[src/rtl/serial_add_ctrl_if.sv]
// serial_add_ctrl_if -- operand/result bundle for the bit-serial adder.
//   start  : request to begin an addition (master -> slave)
//   a, b   : WIDTH-bit operands, sampled with start (master -> slave)
//   ci     : carry-in, sampled with start (master -> slave)
//   busy   : addition in progress (slave -> master)
//   done   : one-cycle pulse, sum/co newly valid (slave -> master)
//   sum    : registered low WIDTH bits of a+b+ci (slave -> master)
//   co     : registered carry-out, bit WIDTH of a+b+ci (slave -> master)
interface serial_add_ctrl_if #(
   parameter int unsigned WIDTH = 8
);
   logic             start;
   logic [WIDTH-1:0] a;
   logic [WIDTH-1:0] b;
   logic             ci;
   logic             busy;
   logic             done;
   logic [WIDTH-1:0] sum;
   logic             co;

   modport master (
      output start, a, b, ci,
      input  busy, done, sum, co
   );

   modport slave (
      input  start, a, b, ci,
      output busy, done, sum, co
   );
endinterface

[src/rtl/serial_add_ctrl.sv]
// serial_add_ctrl -- bit-serial adder built around a single 1-bit full-adder
// cell, processing one operand bit per clock, LSB first.
//   clk   : clock, all state updates on the rising edge
//   rst_n : asynchronous active-low reset
//   bus   : serial_add_ctrl_if slave (start/a/b/ci in, busy/done/sum/co out)
// Timing: start sampled at edge k -> RUN for WIDTH cycles -> DONE (done=1)
// during the cycle after edge k+WIDTH -> IDLE. Issue interval WIDTH+2.
module serial_add_ctrl #(
   parameter int unsigned WIDTH = 8
) (
   input  logic              clk,
   input  logic              rst_n,
   serial_add_ctrl_if.slave  bus
);

   localparam int unsigned    CW   = (WIDTH > 1) ? $clog2(WIDTH) : 1;
   localparam logic [CW-1:0]  LAST = CW'(WIDTH - 1);

   typedef enum logic [1:0] {
      IDLE,
      RUN,
      DONE
   } state_t;

   state_t           state_q, state_d;
   logic [WIDTH-1:0] a_q, a_d;
   logic [WIDTH-1:0] b_q, b_d;
   logic [WIDTH-1:0] res_q, res_d;
   logic             carry_q, carry_d;
   logic [CW-1:0]    cnt_q, cnt_d;
   logic [WIDTH-1:0] sum_q, sum_d;
   logic             co_q, co_d;

   logic             bit_a, bit_b;
   logic             fa_s, fa_c;

   always_ff @(posedge clk or negedge rst_n) begin
      if (!rst_n) begin
         state_q <= IDLE;
         a_q     <= '0;
         b_q     <= '0;
         res_q   <= '0;
         carry_q <= 1'b0;
         cnt_q   <= '0;
         sum_q   <= '0;
         co_q    <= 1'b0;
      end else begin
         state_q <= state_d;
         a_q     <= a_d;
         b_q     <= b_d;
         res_q   <= res_d;
         carry_q <= carry_d;
         cnt_q   <= cnt_d;
         sum_q   <= sum_d;
         co_q    <= co_d;
      end
   end

   always_comb begin
      state_d = state_q;
      a_d     = a_q;
      b_d     = b_q;
      res_d   = res_q;
      carry_d = carry_q;
      cnt_d   = cnt_q;
      sum_d   = sum_q;
      co_d    = co_q;

      // The one full-adder cell, fed by the bit selected by the counter.
      bit_a = a_q[cnt_q];
      bit_b = b_q[cnt_q];
      fa_s  = bit_a ^ bit_b ^ carry_q;
      fa_c  = (bit_a & bit_b) | (carry_q & (bit_a ^ bit_b));

      unique case (state_q)
         IDLE: begin
            if (bus.start) begin
               a_d     = bus.a;
               b_d     = bus.b;
               carry_d = bus.ci;
               res_d   = '0;
               cnt_d   = '0;
               state_d = RUN;
            end
         end
         RUN: begin
            res_d[cnt_q] = fa_s;
            carry_d      = fa_c;
            cnt_d        = cnt_q + 1'b1;
            // Final bit: publish the result including the bit written this
            // cycle, so sum/co only ever change on completion.
            if (cnt_q == LAST) begin
               sum_d   = res_d;
               co_d    = fa_c;
               state_d = DONE;
            end
         end
         DONE: begin
            state_d = IDLE;
         end
         default: begin
            state_d = IDLE;
         end
      endcase
   end

   assign bus.busy = (state_q == RUN);
   assign bus.done = (state_q == DONE);
   assign bus.sum  = sum_q;
   assign bus.co   = co_q;

endmodule

[src/flat_wrapper.sv]
// flat-port wrapper written by rule: the top's interface ports become plain ports
module serial_add_ctrl_flat 
#(
   parameter int unsigned WIDTH = 8
)
  (clk, rst_n, bus_start, bus_a, bus_b, bus_ci, bus_busy, bus_done, bus_sum, bus_co);
  serial_add_ctrl_if #(.WIDTH(WIDTH)) bus_i ();
  input  logic clk;
  input  logic rst_n;
  input wire logic [$bits(bus_i.start)-1:0] bus_start;
  input wire logic [$bits(bus_i.a)-1:0] bus_a;
  input wire logic [$bits(bus_i.b)-1:0] bus_b;
  input wire logic [$bits(bus_i.ci)-1:0] bus_ci;
  output wire logic [$bits(bus_i.busy)-1:0] bus_busy;
  output wire logic [$bits(bus_i.done)-1:0] bus_done;
  output wire logic [$bits(bus_i.sum)-1:0] bus_sum;
  output wire logic [$bits(bus_i.co)-1:0] bus_co;
  assign bus_i.start = bus_start;
  assign bus_i.a = bus_a;
  assign bus_i.b = bus_b;
  assign bus_i.ci = bus_ci;
  assign bus_busy = bus_i.busy;
  assign bus_done = bus_i.done;
  assign bus_sum = bus_i.sum;
  assign bus_co = bus_i.co;
  serial_add_ctrl #(.WIDTH(WIDTH)) u_core (.clk(clk), .rst_n(rst_n), .bus(bus_i));
endmodule
[config.mk]
export PLATFORM = sky130hd
export DESIGN_NAME = serial_add_ctrl_flat
export DESIGN_NICKNAME = d
export VERILOG_FILES = /design/src/rtl/serial_add_ctrl_if.sv /design/src/rtl/serial_add_ctrl.sv /design/src/flat_wrapper.sv
export SDC_FILE = /design/constraint.sdc
export NUM_CORES = 1
export LEC_CHECK = 0
export CAP_MARGIN = 20
export CELL_PAD_IN_SITES_DETAIL_PLACEMENT = 1
export CELL_PAD_IN_SITES_GLOBAL_PLACEMENT = 1
export CORE_ASPECT_RATIO = 1.75
export CORE_MARGIN = 10
export CORE_UTILIZATION = 40
export CTS_BUF_LIST = sky130_fd_sc_hd__clkbuf_16
export CTS_CLUSTER_DIAMETER = 150
export CTS_CLUSTER_SIZE = 40
export DETAILED_ROUTE_END_ITERATION = 16
export GPL_ROUTABILITY_DRIVEN = 0
export PLACE_DENSITY_LB_ADDON = 0.15
export SETUP_SLACK_MARGIN = 0.3
export SYNTH_ARGS = -nofsm -noshare
export SYNTH_HDL_FRONTEND = slang
export SYNTH_SLANG_ARGS = --single-unit
[constraint.sdc]
create_clock -name clk -period 6.8 [get_ports clk]
set_clock_uncertainty 0.15 [all_clocks]
set_input_delay 1.02 -clock clk [delete_from_list [all_inputs] [get_ports clk]]
set_output_delay 1.02 -clock clk [all_outputs]
set_load 0.01 [all_outputs]
* After elaboration in Yosys (flattened, before gate mapping)
Index checks and enable logic that the tools add are counted.
Operators by class: add/subtract/negate cells 1, $lt $le $gt $ge 2, equal/unequal tests 5, mux-type cells 16, bitwise gates (word level) 5, reductions and logical operators 7
Operators with widths (number):
- $pmux W8 S2 | 1
- $bwmux W8 | 1
- $mux W8 | 1
- $reduce_and A2 Y1 | 4
- $bmux W1 S3 | 2
- $pmux W3 S2 | 1
- $lt A3 B4 Y1 const B | 1
- $mux W1 | 4
- $mux W2 | 2
- $pmux W2 S2 | 1
- $add A3 B1 Y3 const B | 1
- $demux W1 S3 | 1
- $eq A3 B3 Y1 const B | 1
- $ge A3 B1 Y1 const B | 1
- $mux W3 | 1
- $and A1 B1 Y1 | 2
- $eq A2 B1 Y1 const B | 1
- $eq A2 B2 Y1 const B | 1
- $logic_not A2 Y1 | 1
- $ne A2 B1 Y1 const B | 1
- $ne A2 B2 Y1 const B | 1
- $pmux W1 S2 | 1
- $reduce_bool A2 Y1 | 1
- $xor A1 B1 Y1 | 2
- 2 further kinds | 2
Word-level totals: register bits after elaboration 39, output and inout port bits 11, word-level logic and storage cells 44

* Depth between registers and ports, before layout
depth after elaboration 6, mapped depth 9

* Least setup slack after synthesis
Ideal clock, no wire load.
path kind register -> register, start register u_core.cnt_q[1], end register u_core.res_q[1], data arrival time 2404 ps, slack 4163 ps, cell stages (with the launch flop) 10, clock period less this slack 2637 ps, path through dfrtp_1 -> buf_6 -> buf_6 -> nand3_1 -> a21oi_1 -> or4_1 -> fa_1 -> clkbuf_1 -> nand2_1 -> o22ai_1
On the way: word-level cells in the longest chain between the ends 6, elaborated cells on any way between the ends 13, those cells by class order compare (2); mux (8); bitwise (2); reduce/logical (1)
RTL lines:
- from (decl) | line serial_add_ctrl.sv:30 | logic [CW-1:0] cnt_q, cnt_d;
- from (signal assigned) | line serial_add_ctrl.sv:53 | cnt_q <= cnt_d;
- $lt A3 B4 Y1 (implied by the code) (tied with other cells) | line serial_add_ctrl.sv:87 | res_d[cnt_q] = fa_s;
- $logic_and A1 B1 Y1 (implied by the code) (tied with other cells) | line serial_add_ctrl.sv:87
- $mux W1 (implied by the code) or $xor A1 B1 Y1 (tied branches) | line serial_add_ctrl.sv:87, serial_add_ctrl.sv:72
- $demux W1 S3 or $xor A1 B1 Y1 (tied branches)
- $bwmux W8 * | line serial_add_ctrl.sv:87
- $pmux W8 S2 * | line serial_add_ctrl.sv:75 | unique case (state_q)
- to (signal assigned) | line serial_add_ctrl.sv:51 | res_q <= res_d;
- to (decl) | line serial_add_ctrl.sv:28 | logic [WIDTH-1:0] res_q, res_d;
Mark *: on every way between the ends. The rest lies on a longest branch, timed or not. The select of a mux whose other input is x is not followed. A chain may end at the register's enable or synchronous reset.

* Final worst setup path
start register u_core.state_q[0], end output port bus_busy
On the way: word-level cells in the longest chain between the ends 1
RTL lines:
- from (decl) | line serial_add_ctrl.sv:25 | state_t state_q, state_d;
- from (signal assigned) | line serial_add_ctrl.sv:48 | state_q <= state_d;
- $eq A2 B1 Y1 | line serial_add_ctrl.sv:107 | assign bus.busy = (state_q == RUN);
- to (decl) | line flat_wrapper.sv:14 | output wire logic [$bits(bus_i.busy)-1:0] bus_busy;
No other way between the ends.

==> impl_metrics.env <==
export IMPL_die_w_um=71.6
export IMPL_dp_slack_ps=3740
export IMPL_r2r_start="u_core.cnt_q[1]"
export IMPL_synth_edf_count=0
export IMPL_htreeDepth=2
export IMPL_setup_viol=0
export IMPL_dieArea_mm2=0.00790
export IMPL_ir_drop_uv=331
export IMPL_p_sw_mw=0.434
export IMPL_holdBufCountCts=0
export IMPL_synthCells=162
export IMPL_slew_headroom_pct=40.8
export IMPL_nets=213
export IMPL_clockBufferDepth=2
export IMPL_drt_iter0_drc=37
export IMPL_worstSetupPathType="flop to output port"
export IMPL_grt_usage_pct=11.0
export IMPL_ys_seq_area_share_pct=52.3
export IMPL_critical_path_top_delay_family="buffers and inverters"
export IMPL_layout_drive_gt1_share_pct=15.3
export IMPL_via_count=1307
export IMPL_tightest_slew_ps=889
export IMPL_hold_worst_slack_ps=327
export IMPL_ys_flop_type="dfrtp_1"
export IMPL_numCtsBuffers=5
export IMPL_worstPathRequired_ps=5630
export IMPL_antenna_found_initial=0
export IMPL_crit_buf_inv=2
export IMPL_drv_cap=0
export IMPL_cp_end_kind="output port"
export IMPL_drv_slew=0
export IMPL_cts_tree="done"
export IMPL_port_buffers=30
export IMPL_cts_num_sinks=39
export IMPL_hold_viol_final=0
export IMPL_synthArstFlopShare_pct=100
export IMPL_finalPower_mw=1.16
export IMPL_finalSetupTns_ps=0
export IMPL_syn_avg_cell_area_um2=11.5
export IMPL_netSwitchingFraction_pct=37.5
export IMPL_min_from="u_core.bus.sum[0]"
export IMPL_grt_pass1_wl_um=7090
export IMPL_antenna_cells=0
export IMPL_syn_area_mm2=0.00187
export IMPL_routed_via_density=5.42
export IMPL_seqPwrFrac_pct=37.3
export IMPL_p_comb_share_pct=44.0
export IMPL_drt_pre_antenna_iters=4
export IMPL_drt_total_wl_um=4140
export IMPL_clock_latency_ps=280
export IMPL_crit_slowest_cell="dfrtp_1"
export IMPL_grt_max_degree=40
export IMPL_path_max_fanout=15
export IMPL_status="complete, no violations"
export IMPL_die_y_um=110
export IMPL_post_cts_buffers=0
export IMPL_powerDensity_mw_per_mm2=500
export IMPL_startpoint="u_core.state_q[0]"
export IMPL_final_period_utilization_pct=46.0
export IMPL_syn_num_nets=185
export IMPL_wl_per_cell_um=17.2
export IMPL_drtAntennaViolNets=0
export IMPL_arrival_ps=1960
export IMPL_ys_seq_elements=39
export IMPL_final_util_pct=52.0
export IMPL_start_kind="flop"
export IMPL_cts_repair_resized=0
export IMPL_drc_errors=0
export IMPL_coreArea_mm2=0.00444
export IMPL_dp_hpwl_um=3210
export IMPL_cpPeakStageDelay_ps=660
export IMPL_max_freq_mhz=320
export IMPL_synth_distinct_cells=30
export IMPL_leakage_nw=1.02
export IMPL_p_int_mw=0.723
export IMPL_clock_root_buffer="clkbuf_16"
export IMPL_start_util_pct=42.0
export IMPL_overflow=0
export IMPL_grt_pass1_vias=1495
export IMPL_power_frac_clock_pct=18.6
export IMPL_rows=32
export IMPL_worstPathCellList="nand2b_1 > inv_1 > clkdlybuf4s50_1"
export IMPL_rsz0062_at_grt="false"
export IMPL_setup_ws_ps=3670
export IMPL_reg2reg_slack_ps=3730
export IMPL_io_pins=31
export IMPL_cts_reportedPaths_clkPinSlew_ps=50
export IMPL_period_minus_slack_ps=3130
export IMPL_yosysWarnings=0
export IMPL_syn_to_final_growth_pct=23.9
export IMPL_hp_class="flop to flop"
[final cells by class]
type / count / area [µm²]
clock inverters: 2 / 8.76
flip-flops and latches: 39 / 976
multi-input cells: 103 / 798
well taps: 51 / 63.8
clock buffers: 5 / 125
fillers: 482 / 2130
repair buffers: 31 / 303
inverters: 10 / 37.5
[cell families (layout without fill, tap and decap cells)]
logic type	Yosys count	after routing	synth area share (%)
adder cells (fa/ha/maj)	3	3	2.41
AO/OA/AOI/OAI	33	33	10.1
AND/OR/NAND/NOR	38	38	11.5
multiplexers	29	29	18.4
buffers and inverters	20	48	5.16
flip-flops	39	39	52.3
[flip-flops by register name, indices dropped and copies added (netlist names)]
name	count
u_core.bus.co	1
u_core.b_q	8
u_core.cnt_q	3
u_core.carry_q	1
u_core.res_q	8
u_core.bus.sum	8
u_core.state_q	2
u_core.a_q	8
[power by group through the flow]
stage	clock, mW	sequential (mW)	combinational, mW
after floorplan	0	0.393	0.389
after global placement	0	0.431	0.493
after detailed placement	0	0.440	0.518
after CTS	0.220	0.435	0.523
after global routing	0.230	0.453	0.569
final	0.215	0.432	0.510
[cell usage in the layout, fill, tap and decap left out, types with 3 or more instances in the layout]
| cell type | netlist | routed |
|---|---|---|
| dfrtp_1 | 39 | 39 |
| nand3_1 | 3 | 3 |
| mux2i_1 | 10 | 10 |
| o22ai_1 | 7 | 7 |
| clkdlybuf4s50_1 | 0 | 29 |
| nand2_1 | 19 | 19 |
| nand3b_1 | 4 | 4 |
| a21oi_1 | 9 | 9 |
| inv_1 | 10 | 10 |
| o21ai_0 | 12 | 12 |
| or3b_1 | 3 | 3 |
| clkbuf_16 | 0 | 5 |
| mux2_2 | 17 | 17 |
[stage by stage]
step	std cells	instance area, µm²
2_1_floorplan	162	1870
4_1_cts	241	2310
3_3_place_gp	234	2180
6_report	241	2310
5_1_grt	241	2310
3_5_place_dp	234	2180
[worst paths after layout]
kind	endpoint	depth (start not counted)
max in group asynchronous	u_core.a_q[2]	1
hold reg to reg	u_core.bus.sum[0]	2
min in group asynchronous	u_core.cnt_q[2]	1
hold / removal	u_core.bus.sum[0]	2
setup / recovery	bus_busy	3
setup reg to reg	u_core.res_q[4]	5
[metal layers]
layer	up-vias	track usage, %	routed length [µm]
met5	-	0	0
met4	0	5.69	118
met3	10	2.78	170
met2	32	21.1	2300
met1	641	10.2	1550
li1	624	-	-
[worst register-to-register path: cells and delay by family, from the launching register on]
| family | cells | cell delay [ps] |
|---|---|---|
| flip-flops | 1 | 680 |
| adder cells (fa/ha/maj) | 1 | 690 |
| AO/OA/AOI/OAI | 1 | 270 |
| multiplexers | 2 | 920 |
| AND/OR/NAND/NOR | 1 | 250 |
[Yosys cell counts, types with 3 or more instances]
cell type,instances,share of area (%)
buf_2,4,1.1
nor3b_1,3,1.2
nand2_1,19,3.8
o21ai_0,12,3.2
a21oi_1,9,2.4
nand3b_1,4,1.6
inv_1,10,2.0
nand3_1,3,0.80
clkbuf_1,3,0.60
mux2i_1,10,5.4
dfrtp_1,39,52
o22ai_1,7,2.3
or3b_1,3,1.4
mux2_2,17,10
Note: power is estimated with default switching activity, not from simulation.
